`config.mk`:
```
export PLATFORM = sky130hd
export DESIGN_NAME = fwft_pattern_source_flat
export DESIGN_NICKNAME = d
export VERILOG_FILES = /design/src/rtl/fwft_pattern_source_if.sv /design/src/rtl/fwft_pattern_source.sv /design/src/flat_wrapper.sv
export SDC_FILE = /design/constraint.sdc
export NUM_CORES = 1
export LEC_CHECK = 0
export CAP_MARGIN = 20
export CORE_AREA = 5 5 196 198
export CTS_BUF_LIST = sky130_fd_sc_hd__clkbuf_8
export DETAILED_ROUTE_END_ITERATION = 8
export DIE_AREA = 0 0 201 203
export SLEW_MARGIN = 20
export SYNTH_ARGS = -nofsm -noshare
export SYNTH_HDL_FRONTEND = slang
export SYNTH_SLANG_ARGS = --single-unit
```
`constraint.sdc`:
```
create_clock -name AXI4_CLK_I -period 9.3 [get_ports AXI4_CLK_I]
set_input_delay 1.86 -clock AXI4_CLK_I [delete_from_list [all_inputs] [get_ports AXI4_CLK_I]]
set_output_delay 1.86 -clock AXI4_CLK_I [all_outputs]
set_load 0.01 [all_outputs]
```
`src/rtl/fwft_pattern_source_if.sv`:
```
// Read-side bundle of the pattern source: the consumer's pop strobe and
// the FWFT head word with its empty and reset-busy flags.
interface fwft_pattern_source_if #(
   parameter int DW = 64
);
   logic          RD_I;
   logic [DW-1:0] RD_DATA_O;
   logic          RD_EMPTY_O;
   logic          RD_RST_BUSY_O;

   modport master (
      output RD_I,
      input  RD_DATA_O, RD_EMPTY_O, RD_RST_BUSY_O
   );

   modport slave (
      input  RD_I,
      output RD_DATA_O, RD_EMPTY_O, RD_RST_BUSY_O
   );
endinterface

```
`src/rtl/fwft_pattern_source.sv`:
```
// Frame-synchronous video pattern generator behind an FWFT read port;
// stands in for the scaler's input FIFO during bring-up and regressions.
module fwft_pattern_source #(
   parameter int C_PORT_NUM        = 4,
   parameter int C_BYTES_PER_PIXEL = 2,
   parameter int C_BUF_DEPTH       = 4,
   parameter int C_RST_BUSY_CYCLES = 8
) (
   input  logic                           AXI4_CLK_I,
   input  logic                           AXI4_RST_I,
   input  logic                           VS_I,
   input  logic [15:0]                    HACTIVE_I,
   input  logic [15:0]                    VACTIVE_I,
   input  logic [1:0]                     PATTERN_SEL_I,
   input  logic [8*C_BYTES_PER_PIXEL-1:0] COLOR_I,
   fwft_pattern_source_if.slave           rd_if,
   output logic                           FRAME_DONE_O,
   output logic [15:0]                    UNDERFLOW_CNT_O
);
   localparam int P            = 8 * C_BYTES_PER_PIXEL;
   localparam int C_DATA_WIDTH = C_PORT_NUM * P;
   localparam int HP           = P / 2;
   localparam int AW           = $clog2(C_BUF_DEPTH);
   localparam int CW           = AW + 1;
   localparam int FW           = $clog2(C_RST_BUSY_CYCLES + 1);

   typedef enum logic [1:0] {
      S_IDLE,
      S_FLUSH,
      S_RUN,
      S_DRAIN
   } state_t;

   state_t                  state_q, state_d;
   logic                    vs_q, vs_prev_q;
   logic [FW-1:0]           flush_cnt_q, flush_cnt_d;
   logic [AW-1:0]           wr_ptr_q, wr_ptr_d;
   logic [AW-1:0]           rd_ptr_q, rd_ptr_d;
   logic [CW-1:0]           cnt_q, cnt_d;
   logic [C_DATA_WIDTH-1:0] mem_q [C_BUF_DEPTH];
   logic [C_DATA_WIDTH-1:0] mem_d [C_BUF_DEPTH];
   logic [15:0]             w_q, w_d;
   logic [15:0]             v_q, v_d;
   logic [1:0]              mode_q, mode_d;
   logic [15:0]             col_q, col_d;
   logic [15:0]             y_q, y_d;
   logic [15:0]             x_q, x_d;
   logic [P-1:0]            lin_q, lin_d;
   logic                    done_q, done_d;
   logic [15:0]             uf_q, uf_d;

   logic                    vs_edge;
   logic                    empty;
   logic                    pop;
   logic                    wr_en;
   logic                    last_word;
   logic                    line_end;
   logic [C_DATA_WIDTH-1:0] gen_word;
   logic [P-1:0]            pix;
   logic [HP-1:0]           xk;

   assign vs_edge   = vs_q & ~vs_prev_q;
   assign empty     = (cnt_q == '0);
   assign pop       = rd_if.RD_I & ~empty;
   assign line_end  = (col_q == w_q - 16'd1);
   assign last_word = line_end && (y_q == v_q - 16'd1);
   assign wr_en     = (state_q == S_RUN)
                    && ((cnt_q != CW'(C_BUF_DEPTH)) || pop);

   // Lane k of the current word carries pixel x = x_q + k.
   always_comb begin
      gen_word = '0;
      pix      = '0;
      xk       = '0;
      for (int k = 0; k < C_PORT_NUM; k++) begin
         xk = x_q[HP-1:0] + HP'(k);
         unique case (mode_q)
            2'd0:    pix = lin_q + P'(k);
            2'd1:    pix = {y_q[HP-1:0], xk};
            default: pix = COLOR_I;
         endcase
         gen_word[P*k +: P] = pix;
      end
   end

   always_comb begin
      state_d     = state_q;
      flush_cnt_d = flush_cnt_q;
      wr_ptr_d    = wr_ptr_q;
      rd_ptr_d    = rd_ptr_q;
      cnt_d       = cnt_q + CW'(wr_en) - CW'(pop);
      mem_d       = mem_q;
      w_d         = w_q;
      v_d         = v_q;
      mode_d      = mode_q;
      col_d       = col_q;
      y_d         = y_q;
      x_d         = x_q;
      lin_d       = lin_q;
      done_d      = 1'b0;
      uf_d        = uf_q;

      if (rd_if.RD_I && empty && (uf_q != 16'hFFFF))
         uf_d = uf_q + 16'd1;

      if (pop)
         rd_ptr_d = rd_ptr_q + AW'(1);

      if (wr_en) begin
         mem_d[wr_ptr_q] = gen_word;
         wr_ptr_d        = wr_ptr_q + AW'(1);
         lin_d           = lin_q + P'(C_PORT_NUM);
         if (line_end) begin
            col_d = '0;
            x_d   = '0;
            y_d   = y_q + 16'd1;
         end else begin
            col_d = col_q + 16'd1;
            x_d   = x_q + 16'(C_PORT_NUM);
         end
      end

      unique case (state_q)
         S_FLUSH: begin
            flush_cnt_d = flush_cnt_q + FW'(1);
            if (flush_cnt_q == FW'(C_RST_BUSY_CYCLES - 1)) begin
               if ((w_q == '0) || (v_q == '0)) begin
                  state_d = S_IDLE;
                  done_d  = 1'b1;
               end else begin
                  state_d = S_RUN;
               end
            end
         end
         S_RUN: begin
            if (wr_en && last_word)
               state_d = S_DRAIN;
         end
         S_DRAIN: begin
            if (pop && (cnt_q == CW'(1))) begin
               state_d = S_IDLE;
               done_d  = 1'b1;
            end
         end
         default: ;
      endcase

      // A new frame start overrides everything, discarding the old frame.
      if (vs_edge) begin
         state_d     = S_FLUSH;
         flush_cnt_d = '0;
         wr_ptr_d    = '0;
         rd_ptr_d    = '0;
         cnt_d       = '0;
         w_d         = 16'(HACTIVE_I / 16'(C_PORT_NUM));
         v_d         = VACTIVE_I;
         mode_d      = PATTERN_SEL_I;
         col_d       = '0;
         y_d         = '0;
         x_d         = '0;
         lin_d       = '0;
         done_d      = 1'b0;
      end
   end

   always_ff @(posedge AXI4_CLK_I or posedge AXI4_RST_I) begin
      if (AXI4_RST_I) begin
         state_q     <= S_IDLE;
         vs_q        <= 1'b0;
         vs_prev_q   <= 1'b0;
         flush_cnt_q <= '0;
         wr_ptr_q    <= '0;
         rd_ptr_q    <= '0;
         cnt_q       <= '0;
         for (int i = 0; i < C_BUF_DEPTH; i++)
            mem_q[i] <= '0;
         w_q         <= '0;
         v_q         <= '0;
         mode_q      <= '0;
         col_q       <= '0;
         y_q         <= '0;
         x_q         <= '0;
         lin_q       <= '0;
         done_q      <= 1'b0;
         uf_q        <= '0;
      end else begin
         state_q     <= state_d;
         vs_q        <= VS_I;
         vs_prev_q   <= vs_q;
         flush_cnt_q <= flush_cnt_d;
         wr_ptr_q    <= wr_ptr_d;
         rd_ptr_q    <= rd_ptr_d;
         cnt_q       <= cnt_d;
         mem_q       <= mem_d;
         w_q         <= w_d;
         v_q         <= v_d;
         mode_q      <= mode_d;
         col_q       <= col_d;
         y_q         <= y_d;
         x_q         <= x_d;
         lin_q       <= lin_d;
         done_q      <= done_d;
         uf_q        <= uf_d;
      end
   end

   assign rd_if.RD_DATA_O     = empty ? '0 : mem_q[rd_ptr_q];
   assign rd_if.RD_EMPTY_O    = empty;
   assign rd_if.RD_RST_BUSY_O = (state_q == S_FLUSH);
   assign FRAME_DONE_O        = done_q;
   assign UNDERFLOW_CNT_O     = uf_q;

endmodule

```
`src/flat_wrapper.sv`:
```
// flat-port wrapper written by rule: the top's interface ports become plain ports
module fwft_pattern_source_flat 
#(
   parameter int C_PORT_NUM        = 4,
   parameter int C_BYTES_PER_PIXEL = 2,
   parameter int C_BUF_DEPTH       = 4,
   parameter int C_RST_BUSY_CYCLES = 8
)
  (AXI4_CLK_I, AXI4_RST_I, VS_I, HACTIVE_I, VACTIVE_I, PATTERN_SEL_I, COLOR_I, FRAME_DONE_O, UNDERFLOW_CNT_O, rd_if_RD_I, rd_if_RD_DATA_O, rd_if_RD_EMPTY_O, rd_if_RD_RST_BUSY_O);
  fwft_pattern_source_if #(.DW(64)) rd_if_i ();
  input  logic AXI4_CLK_I;
  input  logic AXI4_RST_I;
  input  logic VS_I;
  input  logic [15:0] HACTIVE_I;
  input  logic [15:0] VACTIVE_I;
  input  logic [1:0] PATTERN_SEL_I;
  input  logic [8*C_BYTES_PER_PIXEL-1:0] COLOR_I;
  output logic FRAME_DONE_O;
  output logic [15:0] UNDERFLOW_CNT_O;
  input wire logic [$bits(rd_if_i.RD_I)-1:0] rd_if_RD_I;
  output wire logic [$bits(rd_if_i.RD_DATA_O)-1:0] rd_if_RD_DATA_O;
  output wire logic [$bits(rd_if_i.RD_EMPTY_O)-1:0] rd_if_RD_EMPTY_O;
  output wire logic [$bits(rd_if_i.RD_RST_BUSY_O)-1:0] rd_if_RD_RST_BUSY_O;
  assign rd_if_i.RD_I = rd_if_RD_I;
  assign rd_if_RD_DATA_O = rd_if_i.RD_DATA_O;
  assign rd_if_RD_EMPTY_O = rd_if_i.RD_EMPTY_O;
  assign rd_if_RD_RST_BUSY_O = rd_if_i.RD_RST_BUSY_O;
  fwft_pattern_source #(.C_PORT_NUM(C_PORT_NUM), .C_BYTES_PER_PIXEL(C_BYTES_PER_PIXEL), .C_BUF_DEPTH(C_BUF_DEPTH), .C_RST_BUSY_CYCLES(C_RST_BUSY_CYCLES)) u_core (.AXI4_CLK_I(AXI4_CLK_I), .AXI4_RST_I(AXI4_RST_I), .VS_I(VS_I), .HACTIVE_I(HACTIVE_I), .VACTIVE_I(VACTIVE_I), .PATTERN_SEL_I(PATTERN_SEL_I), .COLOR_I(COLOR_I), .rd_if(rd_if_i), .FRAME_DONE_O(FRAME_DONE_O), .UNDERFLOW_CNT_O(UNDERFLOW_CNT_O));
endmodule
```
==> impl_metrics.toml <==
[synth]
seq_area_frac_synth = 0.509
synthArstFlopShare = 1.00
syn_inst = 1354
syn_nets = 1423
yosysWarnings = 0
synthesis.area_um2 = 14400
ys.flop_type = "dfrtp_1"
synth_cell_type_count = 70
synth-seq-cells = 292
synth_edf_count = 0
avgSynthCellArea_um2 = 10.6

[sta]
fin_tns_setup_ns = 0
finalClockSkew_ns = 0.0366
rsz0062_at_grt = "no"
max_freq_mhz = 193
max_slew_margin = 0.288
period_minus_slack_ns = 5.19
post-route-period-util = 0.558
hold_viol_final = 0
slew_violations = 0
tightest_slew_ns = 1.07
layout_setup_ws_ns = 4.11
setup_violations = 0

[clock_network]
cts.sinks = 292
cts_made_buffers = 52
root_buffer = "clkbuf_8"
clk_pin_slew_ns = 0.05
hold_buffers = 0
post_cts_buffers = 0
h-tree-depth = 2
cts_tree = "built"
cts.repair.resized = 0
cts.path.max_buffers = 3
insertion_delay_ns = 0.60

[run]
max-cap-violations = 0

[cells_and_area]
nets = 1529
mostFrequentLayoutCells = "dfrtp_1 (290), nor2_1 (155), nand2_1 (154)"
synthToLayoutAreaGrowth_pct = 18.1
diodes = 0
drive_gt1_frac = 0.103
final_common_cell = "dfrtp_1"

[detailed_routing]
routed_wl_mm = 34.4
first_pass_iters = 4
ant_nets = 0
viasPerCell = 5.26
wl_per_cell_um = 17.5
vias = 10321
drc_errors = 0
drt_iter0_drc = 699

[power]
leakage_nw = 8.87
powerDensity_nw_per_um2 = 206
ir_drop_v = 0.0000973
finalPower_w = 0.00349

[placed_design]
numPortBuffers = 134
routabilityCongestion = 0.803
hpwl_mm = 22.9
dp_slack_ns = 3.65

[outcome]
outcome = "finished clean"

[worst_setup_path]
crit_type = "flip-flop to output pin"
critPathMaxStageDelay_ns = 0.83
crit_family = "buffers and inverters"
cp_slowest_cell = "dfrtp_2"
cp_max_fo = 26
crit_required_ns = 7.44
cp_data_arrival_time_ns = 3.33
cp-end-kind = "output pin"
cp_cell_sequence = "buf_4 -> mux4_2 -> nor2b_1 -> clkdlybuf4s50_1"
path_buf_inv = 2
worstSetupStartpointType = "flip-flop"

[global_routing]
grt_usage = 0.168
grt_pass1_wl_mm = 56.6
grt_pass1_vias = 10632
grt_max_degree = 158
antenna_found_initial = 1
gr-total-overflow = 0

[die]
die_w_um = 201
start_util = 0.395
top_level_ports = 137
core_area_um2 = 36300
die_area_um2 = 40800
num_rows = 70
fp.dieH_um = 203

[worst_hold_path]
hold_path_class = "flip-flop to flip-flop"
## Yosys cell counts (all sizes together), types with 5 or more instances
cell type  instances  area (um2)
and3              16         100
nand2b             9        56.3
inv               24        90.1
nand2            158         593
a31oi              6        37.5
nand3             25         125
ha                14         175
clkbuf            61         233
and4               7        61.3
a21o             153        1160
nor4               5        43.8
a21oi             34         170
buf               38         256
xor2              31         272
mux2i             24         240
nand4             29         188
nor2b             48         300
mux4              44         991
and2               7        43.8
nor2             155         582
o21ai             33         169
dfrtp            292        7310
xnor2             55         482
nor3              19         100
or4                8        60.1
## stage by stage
stage	hold slack, ns	cells	utilization	area, um2
final	0.407	1963	0.466	16900
after floorplan	0.368	1354	-	14400
after CTS	0.404	1963	0.466	16900
after global routing	0.410	1963	0.466	16900
after global placement	0.409	1874	0.439	16000
after detailed placement	0.426	1874	0.439	16000
## registers in the layout (all words and copies together), names as in the netlist, 6 cells and up
register and count:
u_core.x_q 6, u_core.UNDERFLOW_CNT_O 16, u_core.mem_q 176, u_core.v_q 16, u_core.col_q 16, u_core.lin_q 14, u_core.w_q 14, u_core.y_q 16
## where the power goes
part	total, W	leakage, nW	internal (W)	switching [W]
logic	0.000816	4.31	0.000423	0.000393
registers	0.00154	3.98	0.00140	0.000135
clock network	0.00113	0.582	0.000608	0.000526
total	0.00349	8.87	0.00244	0.00105
## worst reg2reg max path, cell delays in order (launching register included)
cell and delay (ns):
dfrtp_1 0.43, or4b_2 0.67, nand3_1 0.37, clkinv_1 0.47
buf_4 0.38, nand2_2 0.72, buf_4 0.38, nor2_1 0.09
a21o_1 0.17
## per-layer routing
layer / vias to the layer above / track usage / part of all wire
li1: 4914 / - / -
met1: 5145 / 0.232 / 0.47
met2: 200 / 0.270 / 0.46
met3: 60 / 0.0337 / 0.045
met4: 2 / 0.0504 / 0.022
met5: - / 0 / 0.00038
## final cells by class
class / count / area [um2]
sequential: 292 / 7310
clock buffer: 63 / 867
inverter: 25 / 97.6
fill: 3410 / 19400
timing repair buffer: 151 / 1480
multi-input combinational: 938 / 6490
tap: 468 / 586
clock inverter: 26 / 118
## logic make-up after synthesis
| group | count (synthesis) | share of synthesized area |
|---|---|---|
| buffers and inverters | 124 | 0.0406 |
| AO/OA/AOI/OAI | 262 | 0.129 |
| AND/OR/NAND/NOR | 506 | 0.169 |
| flip-flops | 292 | 0.509 |
| multiplexers | 69 | 0.0866 |
| adder cells (fa/ha/maj) | 15 | 0.0136 |
| XOR/XNOR | 86 | 0.0525 |
## path summary, 6_finish.rpt
| path | from | endpoint | slack (ns) | cells after the start |
|---|---|---|---|---|
| max | u_core.rd_ptr_q[0]$_DFFE_PP0P_ | rd_if_RD_DATA_O[40] | 4.11 | 4 |
| min | u_core.vs_q$_DFF_PP0_ | u_core.vs_prev_q$_DFF_PP0_ | 0.41 | 0 |
| max reg2reg | u_core.cnt_q[1]$_DFF_PP0_ | u_core.mem_q[124]$_DFFE_PP0P_ | 5.49 | 8 |
| min reg2reg | u_core.vs_q$_DFF_PP0_ | u_core.vs_prev_q$_DFF_PP0_ | 0.41 | 0 |
| max in group asynchronous | AXI4_RST_I | u_core.v_q[10]$_DFFE_PP0P_ | 5.92 | 4 |
| min in group asynchronous | AXI4_RST_I | u_core.UNDERFLOW_CNT_O[6]$_DFFE_PP0P_ | 1.90 | 3 |
Note: power is estimated with default switching activity, not from simulation.
